File: src/rtl/conv_engine_if.sv
// conv_engine_if: controller <-> convolution engine handshake and operand bus
//   i_load          controller in load state (level)
//   i_compute_conv  controller compute request (level)
//   i_fm_word       packed feature-map word from BRAM0
//   i_k_word        packed kernel word from BRAM1
//   o_ready2compute operands captured, engine waiting for compute
//   o_conv_done     one-cycle pulse, o_result valid
//   o_result        signed saturated dot product for BRAM2 din
//   o_busy          engine in FETCH/MAC/DONE
interface conv_engine_if #(
    parameter int DATA_W      = 8,
    parameter int KERNEL_SIZE = 3,
    parameter int OUT_W       = 16
);
    logic                          i_load;
    logic                          i_compute_conv;
    logic [DATA_W*KERNEL_SIZE-1:0] i_fm_word;
    logic [DATA_W*KERNEL_SIZE-1:0] i_k_word;
    logic                          o_ready2compute;
    logic                          o_conv_done;
    logic [OUT_W-1:0]              o_result;
    logic                          o_busy;
    modport master (
        output i_load, i_compute_conv, i_fm_word, i_k_word,
        input  o_ready2compute, o_conv_done, o_result, o_busy
    );
    modport slave (
        input  i_load, i_compute_conv, i_fm_word, i_k_word,
        output o_ready2compute, o_conv_done, o_result, o_busy
    );
endinterface

File: src/rtl/conv_engine.sv
// conv_engine: sequential signed MAC responder to the convolution controller
//   i_clk  clock, all state on rising edge
//   i_rst  synchronous active-high reset
//   bus    conv_engine_if slave: load/compute requests and packed operands in,
//          ready/done/busy and saturated result out
// Build option: define CONV_RELU_EN to clamp negative results to zero (ReLU fused).
module conv_engine #(
    parameter int DATA_W      = 8,
    parameter int KERNEL_SIZE = 3,
    parameter int OUT_W       = 16,
    parameter int RD_LAT      = 1
) (
    input  logic                i_clk,
    input  logic                i_rst,
    conv_engine_if.slave        bus
);
    localparam int ACC_W = 2*DATA_W + $clog2(KERNEL_SIZE) + 1;
    localparam int CW    = ACC_W > OUT_W ? ACC_W : OUT_W;
    localparam int IDX_W = KERNEL_SIZE > 1 ? $clog2(KERNEL_SIZE) : 1;
    localparam int WC_W  = $clog2(RD_LAT + 1);
    localparam logic [IDX_W-1:0]     LAST = IDX_W'(KERNEL_SIZE - 1);
    localparam logic [WC_W-1:0]      WLST = WC_W'(RD_LAT - 1);
    localparam logic signed [CW-1:0] SMAX = CW'((64'sd1 <<< (OUT_W - 1)) - 64'sd1);
    localparam logic signed [CW-1:0] SMIN = ~SMAX;

    typedef enum logic [2:0] {IDLE, FETCH, READY, MAC, DONE, HOLD} state_t;

    state_t                        state;
    logic [WC_W-1:0]               wcnt;
    logic [IDX_W-1:0]              idx;
    logic signed [ACC_W-1:0]       acc;
    logic [DATA_W*KERNEL_SIZE-1:0] fm_r, k_r;

    logic signed [DATA_W-1:0]   fm_e, k_e;
    logic signed [2*DATA_W-1:0] prod;
    logic signed [ACC_W-1:0]    acc_nx;
    logic signed [CW-1:0]       ext;
    logic signed [OUT_W-1:0]    sat, fin;

    // Final result uses acc plus the last product so it is ready on DONE entry.
    always_comb begin
        fm_e   = fm_r[idx*DATA_W +: DATA_W];
        k_e    = k_r[idx*DATA_W +: DATA_W];
        prod   = fm_e * k_e;
        acc_nx = acc + ACC_W'(prod);
        ext    = CW'(acc_nx);
        sat    = ext > SMAX ? OUT_W'(SMAX) : ext < SMIN ? OUT_W'(SMIN) : OUT_W'(ext);
`ifdef CONV_RELU_EN
        fin    = sat[OUT_W-1] ? '0 : sat;
`else
        fin    = sat;
`endif
    end

    always_ff @(posedge i_clk) begin
        if (i_rst) begin
            state               <= IDLE;
            wcnt                <= '0;
            idx                 <= '0;
            acc                 <= '0;
            fm_r                <= '0;
            k_r                 <= '0;
            bus.o_ready2compute <= 1'b0;
            bus.o_conv_done     <= 1'b0;
            bus.o_result        <= '0;
            bus.o_busy          <= 1'b0;
        end else begin
            bus.o_conv_done <= 1'b0;
            case (state)
                IDLE: if (bus.i_load) begin
                    state      <= FETCH;
                    wcnt       <= '0;
                    bus.o_busy <= 1'b1;
                end
                FETCH: if (!bus.i_load) begin
                    state      <= IDLE;
                    bus.o_busy <= 1'b0;
                end else if (wcnt == WLST) begin
                    fm_r                <= bus.i_fm_word;
                    k_r                 <= bus.i_k_word;
                    state               <= READY;
                    bus.o_busy          <= 1'b0;
                    bus.o_ready2compute <= 1'b1;
                end else begin
                    wcnt <= wcnt + 1'b1;
                end
                // Compute wins over a still-asserted load in the same cycle.
                READY: if (bus.i_compute_conv) begin
                    state               <= MAC;
                    acc                 <= '0;
                    idx                 <= '0;
                    bus.o_ready2compute <= 1'b0;
                    bus.o_busy          <= 1'b1;
                end else if (!bus.i_load) begin
                    state               <= IDLE;
                    bus.o_ready2compute <= 1'b0;
                end
                MAC: begin
                    acc <= acc_nx;
                    if (idx == LAST) begin
                        state           <= DONE;
                        bus.o_result    <= fin;
                        bus.o_conv_done <= 1'b1;
                    end else begin
                        idx <= idx + 1'b1;
                    end
                end
                DONE: begin
                    state      <= HOLD;
                    bus.o_busy <= 1'b0;
                end
                HOLD: if (!bus.i_compute_conv) begin
                    if (bus.i_load) begin
                        state      <= FETCH;
                        wcnt       <= '0;
                        bus.o_busy <= 1'b1;
                    end else begin
                        state <= IDLE;
                    end
                end
                default: state <= IDLE;
            endcase
        end
    end
endmodule

File: src/flat_wrapper.sv
// flat-port wrapper written by rule: the top's interface ports become plain ports
module conv_engine_flat 
#(
    parameter int DATA_W      = 8,
    parameter int KERNEL_SIZE = 3,
    parameter int OUT_W       = 16,
    parameter int RD_LAT      = 1
)
  (i_clk, i_rst, bus_i_load, bus_i_compute_conv, bus_i_fm_word, bus_i_k_word, bus_o_ready2compute, bus_o_conv_done, bus_o_result, bus_o_busy);
  conv_engine_if #(.DATA_W(DATA_W), .KERNEL_SIZE(KERNEL_SIZE), .OUT_W(OUT_W)) bus_i ();
  input  logic i_clk;
  input  logic i_rst;
  input wire logic [$bits(bus_i.i_load)-1:0] bus_i_load;
  input wire logic [$bits(bus_i.i_compute_conv)-1:0] bus_i_compute_conv;
  input wire logic [$bits(bus_i.i_fm_word)-1:0] bus_i_fm_word;
  input wire logic [$bits(bus_i.i_k_word)-1:0] bus_i_k_word;
  output wire logic [$bits(bus_i.o_ready2compute)-1:0] bus_o_ready2compute;
  output wire logic [$bits(bus_i.o_conv_done)-1:0] bus_o_conv_done;
  output wire logic [$bits(bus_i.o_result)-1:0] bus_o_result;
  output wire logic [$bits(bus_i.o_busy)-1:0] bus_o_busy;
  assign bus_i.i_load = bus_i_load;
  assign bus_i.i_compute_conv = bus_i_compute_conv;
  assign bus_i.i_fm_word = bus_i_fm_word;
  assign bus_i.i_k_word = bus_i_k_word;
  assign bus_o_ready2compute = bus_i.o_ready2compute;
  assign bus_o_conv_done = bus_i.o_conv_done;
  assign bus_o_result = bus_i.o_result;
  assign bus_o_busy = bus_i.o_busy;
  conv_engine #(.DATA_W(DATA_W), .KERNEL_SIZE(KERNEL_SIZE), .OUT_W(OUT_W), .RD_LAT(RD_LAT)) u_core (.i_clk(i_clk), .i_rst(i_rst), .bus(bus_i));
endmodule
File: config.mk
export PLATFORM = sky130hd
export DESIGN_NAME = conv_engine_flat
export DESIGN_NICKNAME = d
export VERILOG_FILES = /design/src/rtl/conv_engine_if.sv /design/src/rtl/conv_engine.sv /design/src/flat_wrapper.sv
export SDC_FILE = /design/constraint.sdc
export NUM_CORES = 1
export LEC_CHECK = 0
export ABC_AREA = 1
export CAP_MARGIN = 40
export CORE_MARGIN = 2
export CORE_UTILIZATION = 62
export CTS_CLUSTER_DIAMETER = 80
export CTS_CLUSTER_SIZE = 40
export DETAILED_ROUTE_END_ITERATION = 8
export DONT_BUFFER_PORTS = 1
export MAX_ROUTING_LAYER = met4
export PLACE_DENSITY = 0.75
export SETUP_SLACK_MARGIN = 0.05
export SLEW_MARGIN = 40
export SYNTH_ARGS = -nofsm -noshare
export SYNTH_HDL_FRONTEND = slang
export SYNTH_SLANG_ARGS = --single-unit
File: constraint.sdc
create_clock -name i_clk -period 6.3 [get_ports i_clk]
set_clock_uncertainty 0.15 [all_clocks]
set_input_delay 1.26 -clock i_clk [delete_from_list [all_inputs] [get_ports i_clk]]
set_output_delay 1.26 -clock i_clk [all_outputs]
set_load 0.01 [all_outputs]
# --- Word level (Yosys, flattened, before mapping) ---
# Cells that the tools add are included.
word_totals:
  register_bits: 92
  latchBits: 0
  mem_bits_rw: 0
  rom_bits: 0
  input_bits: 52
  out_inout_bits: 19
  word_cells: 82
  n_memories: 0
classes:
  addsub: 3
  mul: 1
  div_mod_pow: 0
  n_lt_le_gt_ge: 2
  eq_ne: 15
  shift: 2
  mux: 33
  bitwise_logic: 2
  n_reduce_logical: 14
op_table:
  columns: ["operator", "n"]
  rows:
  - ["$shiftx A24 B6 Y8", 2]
  - ["$pmux W19 S2", 1]
  - ["$mux W16", 2]
  - ["$mux W3", 7]
  - ["$add A19 B16 Y19", 1]
  - ["$gt A19 B16 Y1 const B", 1]
  - ["$lt A19 B16 Y1 const B", 1]
  - ["$mux W19", 1]
  - ["$pmux W3 S6", 1]
  - ["$mul A8 B8 Y16", 1]
  - ["$mux W1", 15]
  - ["$ne A2 B2 Y1 const B", 6]
  - ["$reduce_and A3 Y1", 3]
  - ["$reduce_and A4 Y1", 2]
  - ["$eq A3 B2 Y1 const B", 2]
  - ["$eq A3 B3 Y1 const B", 2]
  - ["$ne A3 B3 Y1 const B", 2]
  - ["$pmux W1 S5", 1]
  - ["$reduce_and A5 Y1", 1]
  - ["$reduce_bool A5 Y1", 1]
  - ["$mux W2", 2]
  - ["$pmux W2 S2", 1]
  - ["$reduce_and A2 Y1", 2]
  - ["$reduce_bool A2 Y1", 2]
  - ["11 further kinds", 12]

# --- Depth between registers and ports, before layout ---
# Gate-level depths: netlist of the first run.
logic_depth:
  word_depth: 6
  depth_mapped: 28
  depth_no_buf: 27

# --- Least setup slack after synthesis of the first run ---
# Ideal clock, no wire load.
synth_path:
  path_kind: "register -> register"
  from: "reg u_core.idx[0]"
  to: "reg u_core.bus.o_result[10]"
  setup_ps: 127
  t_arrival_ps: 5403
  required_time_ps: 6023
  slack_ps: 620
  stages_incl_launch_ff: 26
  n_path_buf: 2
  period_less_slack_ps: 5680
  path_cell_list: "dfxtp_1 -> buf_2 -> clkinv_1 -> buf_2 -> nor2_1 -> o21ai_1 -> nand2_1 -> inv_1 -> fa_1 -> fa_1 -> inv_1 -> fa_1 -> inv_1 -> fa_1 -> ha_1 -> ha_1 -> nand2_1 -> inv_1 -> nand2_1 -> nand2_1 -> a21oi_1 -> nand3_1 -> nand2_1 -> nand3_1 -> a21oi_4 -> a21oi_1"
synth_via:
  elab_chain_len: 6
  word_cells_on_any_way: 10
  cone_classes: "add/sub (1); mul (1); order compare (2); eq/ne (1); shift (2); mux (2); reduce/logical (1)"
synth_lines:
  columns: ["element", "line", "source"]
  rows:
  - ["start: declaration", "conv_engine.sv:30", "logic [IDX_W-1:0] idx;"]
  - ["start signal: assignment", "conv_engine.sv:105", "idx <= idx + 1'b1;"]
  - ["$shiftx A24 B6 Y8, on equally long branches", "conv_engine.sv:42, conv_engine.sv:43", null]
  - ["$mul A8 B8 Y16", "conv_engine.sv:44", "prod = fm_e * k_e;"]
  - ["$add A19 B16 Y19", "conv_engine.sv:45", "acc_nx = acc + ACC_W'(prod);"]
  - ["$lt A19 B16 Y1", "conv_engine.sv:47", "sat = ext > SMAX ? OUT_W'(SMAX) : ext < SMIN ? OUT_W'(SMIN) : OUT_W'(ext);"]
  - ["$mux W16 (2 in a row)", "conv_engine.sv:47", null]
  - ["end signal: assignment", "conv_engine.sv:102", "bus.o_result <= fin;"]
  - ["end: declaration", "conv_engine_if.sv:29", "output o_ready2compute, o_conv_done, o_result, o_busy"]
# Several ways; a longest one is shown, not always the timed one.
# A chain may end at the register's enable or synchronous reset.

# --- Worst setup path after layout of the first run ---
layout_path:
  from: "reg u_core.idx[0]"
  to: "reg u_core.bus.o_result[4]"
# Same word-level chain as after synthesis.

==> reports/results.tsv, run 1 <==
stage	metric	value	unit
cells_and_area	n_antenna_cell	0	
placement	io_buffer_count	0	
power_and_ir_drop	p_sw_share	43.3	%
drt	drc	0	
worst_setup_path	cp-end-kind	register	
die	pin_count	71	
min_path	min_path_type	reg2reg	
cells_and_area	layout.nets	1199	
die	die_area	12900	um^2
worst_setup_path	cp_data_arrival_time	5.99	ns
sta	rsz0062_at_grt	no	
sta	finalMaxSlewViolations	0	
clock_tree	cts_buffers	9	
yosys	async_reset_ff_share	0	%
power_and_ir_drop	switchingPower	1.13	mW
sta	timing.fmax	171	MHz
run	cap_violations	0	
sta	fin_crit_sh	93.0	%
outcome	status	finished clean	
drt	routed_wl	16900	um
power_and_ir_drop	ir_drop	0.245	mV
drt	first_iter_violations	471	
grt	grt_pass1_vias	6248	
yosys	synthesis.area	7460	um^2
yosys	synth.avg_cell_area	7.43	um^2
cells_and_area	final_util	68.9	%
grt	grt_pass1_wl	29600	um
worst_setup_path	path_class	reg2reg	
die	coreArea	11900	um^2
cells_and_area	drive_gt1_share	9.29	%
sta	finalCriticalPeriod	5.86	ns
grt	grt_max_degree	62	
sta	worst_pin_slew	0.684	ns
worst_setup_path	cp.required	6.43	ns
clock_tree	worstSkewPairLatency	0.35	ns
die	initial_core_util	62.9	%
power_and_ir_drop	p_comb_share	51.4	%
yosys	ys.flop_type	dfxtp_1	
placement	gp_congestion	1.01	
placement	hpwl	13100	um
yosys	ys_seq_area_share	24.4	%
die	die_y	114	um
sta	setup_viol_count_final	0	
clock_tree	cts_buffer_depth	2	
drt	antenna_left	0	
cells_and_area	area_growth_syn_to_layout	9.63	%
power_and_ir_drop	cell_internal_pwr	1.48	mW
cells_and_area	fillers	1001	
die	dieWidth	114	um
grt	antenna_found_initial	0	
grt	track_usage	29.7	%
power_and_ir_drop	pwr-share-seq	25.5	%
power_and_ir_drop	pwr-share-clk	23.1	%
sta	tns	0	ns
power_and_ir_drop	p_per_area	319	nW/um^2
die	std_cell_rows	40	
drt	drt-pass1-iter-count	6	
yosys	synth_cells	1004	
grt	globalRouteOverflowTotal	0	
power_and_ir_drop	p_leak	4.36	nW
worst_setup_path	crit_fanout	11	
drt	wl_per_cell	14.5	um
clock_tree	cts_tree	built	
yosys	synth_edf_count	0	
clock_tree	path_clk_slew	0.06	ns
yosys	ys_ff_latch	91	
clock_tree	root_buffer	clkbuf_16	
drt	vias_per_cell	5.30	
sta	timing_hold_violations_final	0	
clock_tree	clkSinkCount	91	
yosys	yosys.cell_types.count	38	
drt	num_vias	6200	
yosys	ys_warn_count	0	
worst_setup_path	critPathLaunchType	register	
sta	relSlewSlack	54.2	%
yosys	synth_nets	1185	
clock_tree	ctsHtreeMaxLevel	3	
flip-flops by register name (all words and copies together) (netlist names):
name,cells
u_core.acc,19
u_core.bus.o_busy,1
u_core.bus.o_conv_done,1
u_core.bus.o_ready2compute,1
u_core.bus.o_result,16
u_core.fm_r,24
u_core.idx,2
u_core.k_r,24
u_core.state,3
routing by layer:
layer  track usage [%]  up-vias  routed length (um)
met1              41.5     2910                8000
met5                 -        -                   0
met4              5.93        0                 173
li1                  -     3099                   -
met2              45.7      176                7780
met3              5.95       15                 978
worst paths after layout:
kind	start	to	slack (ns)	cells past startpoint
hold reg to reg	u_core.acc[1]	u_core.acc[1]	0.31	2
setup / recovery	u_core.idx[0]	u_core.bus.o_result[4]	0.44	23
setup reg to reg	u_core.idx[0]	u_core.bus.o_result[4]	0.44	23
hold / removal	u_core.acc[1]	u_core.acc[1]	0.31	2
layout by cell type (no fill, tap or decap), types with 7 or more instances in the layout:
master / instances
inv_2: 7
ha_1: 43
nand3_1: 21
buf_4: 30
nand2_1: 221
fa_1: 82
dfxtp_1: 90
o21ai_0: 81
clkbuf_16: 9
inv_1: 170
nor2_1: 141
o21ai_1: 9
a21oi_1: 46
nand2_2: 7
power by group through the flow:
stage | clock network [mW] | registers, mW | logic (mW)
finish | 0.604 | 0.666 | 1.34
global placement | 0 | 0.676 | 1.24
floorplan | 0 | 0.661 | 0.967
detailed placement | 0 | 0.674 | 1.26
CTS | 0.610 | 0.663 | 1.28
global route | 0.630 | 0.671 | 1.54
stage by stage:
stage,std cells,hold WS (ns),worst slack [ns],power [mW],instance area [um^2]
floorplan,1004,0.290,0.620,1.63,7460
global placement,1140,0.294,0.321,1.92,7660
detailed placement,1141,0.302,0.216,1.93,7660
CTS,1157,0.311,0.149,2.55,7990
global route,1170,0.323,0.0592,2.84,8180
finish,1170,0.309,0.439,2.61,8180
cells by family after synthesis:
group	after synthesis	synth area share [%]
buf+inv	210	10.8
flops	91	24.4
simple gates	412	22.6
compound gates	152	10.9
xor+xnor	10	1.17
fa+ha+maj	129	30.1
worst max-delay path, stage by stage (launching register included):
cell	delay [ns]
dfxtp_2	0.37
buf_6	0.14
nor2_2	0.06
buf_4	0.17
a22oi_1	0.23
inv_2	0.13
or2_1	0.25
fa_1	0.53
fa_1	0.56
inv_1	0.06
fa_1	0.51
fa_1	0.58
fa_1	0.47
ha_4	0.32
nand2_1	0.11
nor2_1	0.16
nand3_1	0.14
nand3_1	0.11
nand2_1	0.08
nand2_1	0.10
nand3_2	0.13
a21oi_4	0.23
nand2_1	0.08
a21oi_1	0.13
cell usage after synthesis (all sizes together), types with 2 or more instances:
| cell type | n | share of area, % |
|---|---|---|
| a21oi | 49 | 3.6 |
| a22oi | 2 | 0.27 |
| a31oi | 2 | 0.17 |
| buf | 10 | 0.72 |
| clkbuf | 20 | 1.0 |
| dfxtp | 91 | 24 |
| fa | 84 | 23 |
| ha | 45 | 7.6 |
| inv | 179 | 9.0 |
| nand2 | 229 | 12 |
| nand3 | 26 | 2.0 |
| nand4 | 5 | 0.50 |
| nor2 | 145 | 7.4 |
| nor3 | 4 | 0.64 |
| o21ai | 96 | 6.4 |
| or2 | 3 | 0.25 |
| xnor2 | 6 | 0.70 |
| xor2 | 4 | 0.47 |
area by class of cell:
type                    count  area [um^2]  area share (%)
multi-input cells         704         4900            59.9
repair buffers             32          256            3.14
clock buffers              13          260            3.18
clock inverters             3         68.8           0.842
inverters                 180          687            8.40
well taps                 147          184            2.25
flip-flops and latches     91         1820            22.3
timing repair:
item / 4_1_cts / 5_1_grt
hold buffers: 0 / 0
buffers inserted: 0 / 12
endpoints found under the setup margin: 0 / 19
resized for setup: 0 / 18
Note: power is estimated with default switching activity, not from simulation.
==> run 2, diff against run 1 <==
--- a/config.mk
+++ b/config.mk
@@ -9,13 +9,14 @@
 export CAP_MARGIN = 40
 export CORE_MARGIN = 2
 export CORE_UTILIZATION = 62
+export CTS_BUF_LIST = sky130_fd_sc_hd__clkbuf_4
 export CTS_CLUSTER_DIAMETER = 80
 export CTS_CLUSTER_SIZE = 40
 export DETAILED_ROUTE_END_ITERATION = 8
 export DONT_BUFFER_PORTS = 1
 export MAX_ROUTING_LAYER = met4
 export PLACE_DENSITY = 0.75
-export SETUP_SLACK_MARGIN = 0.05
+export SETUP_SLACK_MARGIN = 0.02
 export SLEW_MARGIN = 40
 export SYNTH_ARGS = -nofsm -noshare
 export SYNTH_HDL_FRONTEND = slang
==> reports/results.tsv, run 2 (synthesis gave the netlist of run 1 again) <==
stage	metric	value	unit	change
min_path	min_path_type	reg2reg		
clock_tree	worstSkewPairLatency	0.48	ns	+0.13 ns
drt	num_vias	6135		-1.0%
worst_setup_path	cp_data_arrival_time	6.15	ns	+0.16 ns
die	die_area	12900	um^2	unchanged
clock_tree	cts_tree	built		
drt	routed_wl	16700	um	-1.5%
worst_setup_path	critPathLaunchType	register		
worst_setup_path	path_class	reg2reg		
grt	antenna_found_initial	0		unchanged
min_path	hp-start	u_core.acc[1]		
clock_tree	clkSinkCount	91		unchanged
worst_setup_path	reg2reg_from	u_core.idx[0]		
drt	vias_per_cell	5.26		-0.79%
placement	io_buffer_count	0		unchanged
grt	grt_pass1_vias	6196		-0.83%
placement	hpwl	13100	um	unchanged
grt	track_usage	29.3	%	-0.41 points
clock_tree	path_clk_slew	0.14	ns	+0.08 ns
die	dieWidth	114	um	unchanged
clock_tree	root_buffer	clkbuf_4		
power_and_ir_drop	ir_drop	0.290	mV	+19%
min_path	min_to	u_core.acc[1]		
drt	drt-pass1-iter-count	5		-1
die	coreArea	11900	um^2	unchanged
sta	timing_hold_violations_final	0		unchanged
grt	grt_pass1_wl	29200	um	-1.5%
cells_and_area	reg_top3	u_core.fm_r x24, u_core.k_r x24, u_core.acc x19		
die	std_cell_rows	40		unchanged
worst_setup_path	ff2ff_path_depth	23		unchanged
sta	rsz0062_at_grt	no		
cells_and_area	layout_common_cells	221 x nand2_1, 170 x inv_1, 141 x nor2_1		
die	initial_core_util	62.9	%	unchanged
die	die_y	114	um	unchanged
cells_and_area	final_util	67.3	%	-1.7 points
power_and_ir_drop	p_total	2.37	mW	-9.2%
cells_and_area	area_growth_syn_to_layout	7.00	%	
power_and_ir_drop	p_leak	4.27	nW	-2.0%
cells_and_area	layout_commonest_cell	nand2_1		
placement	gp_congestion	1.01		unchanged
worst_setup_path	crit_fanout	11		unchanged
outcome	status	finished clean		
worst_setup_path	cp-end-kind	register		
sta	timing.fmax	170	MHz	-0.50%
clock_tree	cts_buffers	9		unchanged
min_path	hold_depth	2		unchanged
worst_setup_path	timing.rr.end	u_core.bus.o_result[4]		
drt	antenna_left	0		unchanged
worst_setup_path	cp.required	6.56	ns	+0.13 ns
sta	finalCriticalPeriod	5.89	ns	+0.0292 ns
sta	fin_crit_sh	93.5	%	+0.46 points
grt	grt_max_degree	62		unchanged
cells_and_area	layout.nets	1196		-0.25%
clock_tree	ctsHtreeMaxLevel	3		unchanged
sta	relSlewSlack	54.5	%	+0.28 points
clock_tree	cts_buffer_depth	2		unchanged
cells_and_area	n_antenna_cell	0		unchanged
run	cap_violations	0		unchanged
worst_setup_path	regToRegSetupSlack	0.41	ns	-0.03 ns
sta	finalMaxSlewViolations	0		unchanged
cells_and_area	drive_gt1_share	9.02	%	-0.27 points
drt	drc	0		unchanged
sta	holdWs	0.318	ns	+0.00933 ns
die	pin_count	71		unchanged
sta	setup_viol_count_final	0		unchanged
grt	globalRouteOverflowTotal	0		unchanged
drt	wl_per_cell	14.3	um	-1.2%
drt	first_iter_violations	401		-15%
power_and_ir_drop	p_per_area	297	nW/um^2	-6.9%
sta	worst_pin_slew	0.680	ns	-0.00420 ns
cells_and_area	fillers	1028		+2.7%
sta	tns	0	ns	unchanged
run 2: changes by cell type in the layout (fill, tap and decap cells not counted), sizes merged:
cell    before  now
buf         32   29
clkbuf      13   11
clkinv       0    2
run 2: critical path, cell delays in order, from the launching register on:
cell,delay [ns]
dfxtp_2,0.39
buf_4,0.17
nor2_2,0.06
buf_4,0.17
a22oi_1,0.22
inv_2,0.13
or2_1,0.25
fa_1,0.53
fa_1,0.56
inv_1,0.06
fa_1,0.51
fa_1,0.58
fa_1,0.47
ha_4,0.32
nand2_1,0.11
nor2_1,0.17
nand3_1,0.14
nand3_1,0.11
nand2_1,0.08
nand2_1,0.10
nand3_2,0.13
a21oi_4,0.21
nand2_1,0.08
a21oi_1,0.12
run 2: stage by stage:
stage | instance area [um^2] | cells | setup slack, ns
after floorplan | 7460 | 1004 | 0.620
after global placement | 7660 | 1140 | 0.321
after detailed placement | 7660 | 1141 | 0.216
after CTS | 7820 | 1157 | 0.189
after global routing | 7980 | 1167 | 0.0473
final | 7980 | 1167 | 0.410
run 2: area by class of cell:
class,count,area [um^2],share of cell area [%]
clock buffers,11,82.6,1.03
multi-input cells,704,4900,61.4
well taps,147,184,2.31
flip-flops and latches,91,1820,22.8
repair buffers,29,230,2.89
clock inverters,5,76.3,0.957
inverters,180,687,8.61
run 2: routing by layer:
layer	up-vias	routed length [um]	share of wire, %	track usage, %
met5	-	0	0	-
met4	0	221	1.3	6.42
met3	23	1040	6.2	6.16
met2	188	7510	45	44.5
met1	2831	7920	47	41.0
li1	3093	-	-	-
run 2: power by group:
| part | total (mW) | internal [mW] | switching [mW] |
|---|---|---|---|
| clock network | 0.374 | 0.169 | 0.205 |
| logic | 1.33 | 0.476 | 0.857 |
| registers | 0.665 | 0.628 | 0.0370 |
| total | 2.37 | 1.27 | 1.10 |
run 2: timing repair:
item                       4_1_cts  5_1_grt
setup buffers                    0        9
setup endpoints to repair        0       19
hold endpoints to repair         0        0
hold buffers                     0        0
gates resized for setup          0       17
run 2: worst max path at each step:
stage	from	endpoint	slack, ns	depth (start not counted)
after global placement	u_core.idx[0]	u_core.bus.o_result[14]	0.32	20
after detailed placement	u_core.idx[1]	u_core.bus.o_result[6]	0.22	23
after floorplan	u_core.idx[0]	u_core.bus.o_result[10]	0.62	25
final	u_core.idx[0]	u_core.bus.o_result[4]	0.41	23
after CTS	u_core.idx[1]	u_core.bus.o_result[6]	0.19	21
after global routing	u_core.idx[0]	u_core.bus.o_result[1]	0.05	25
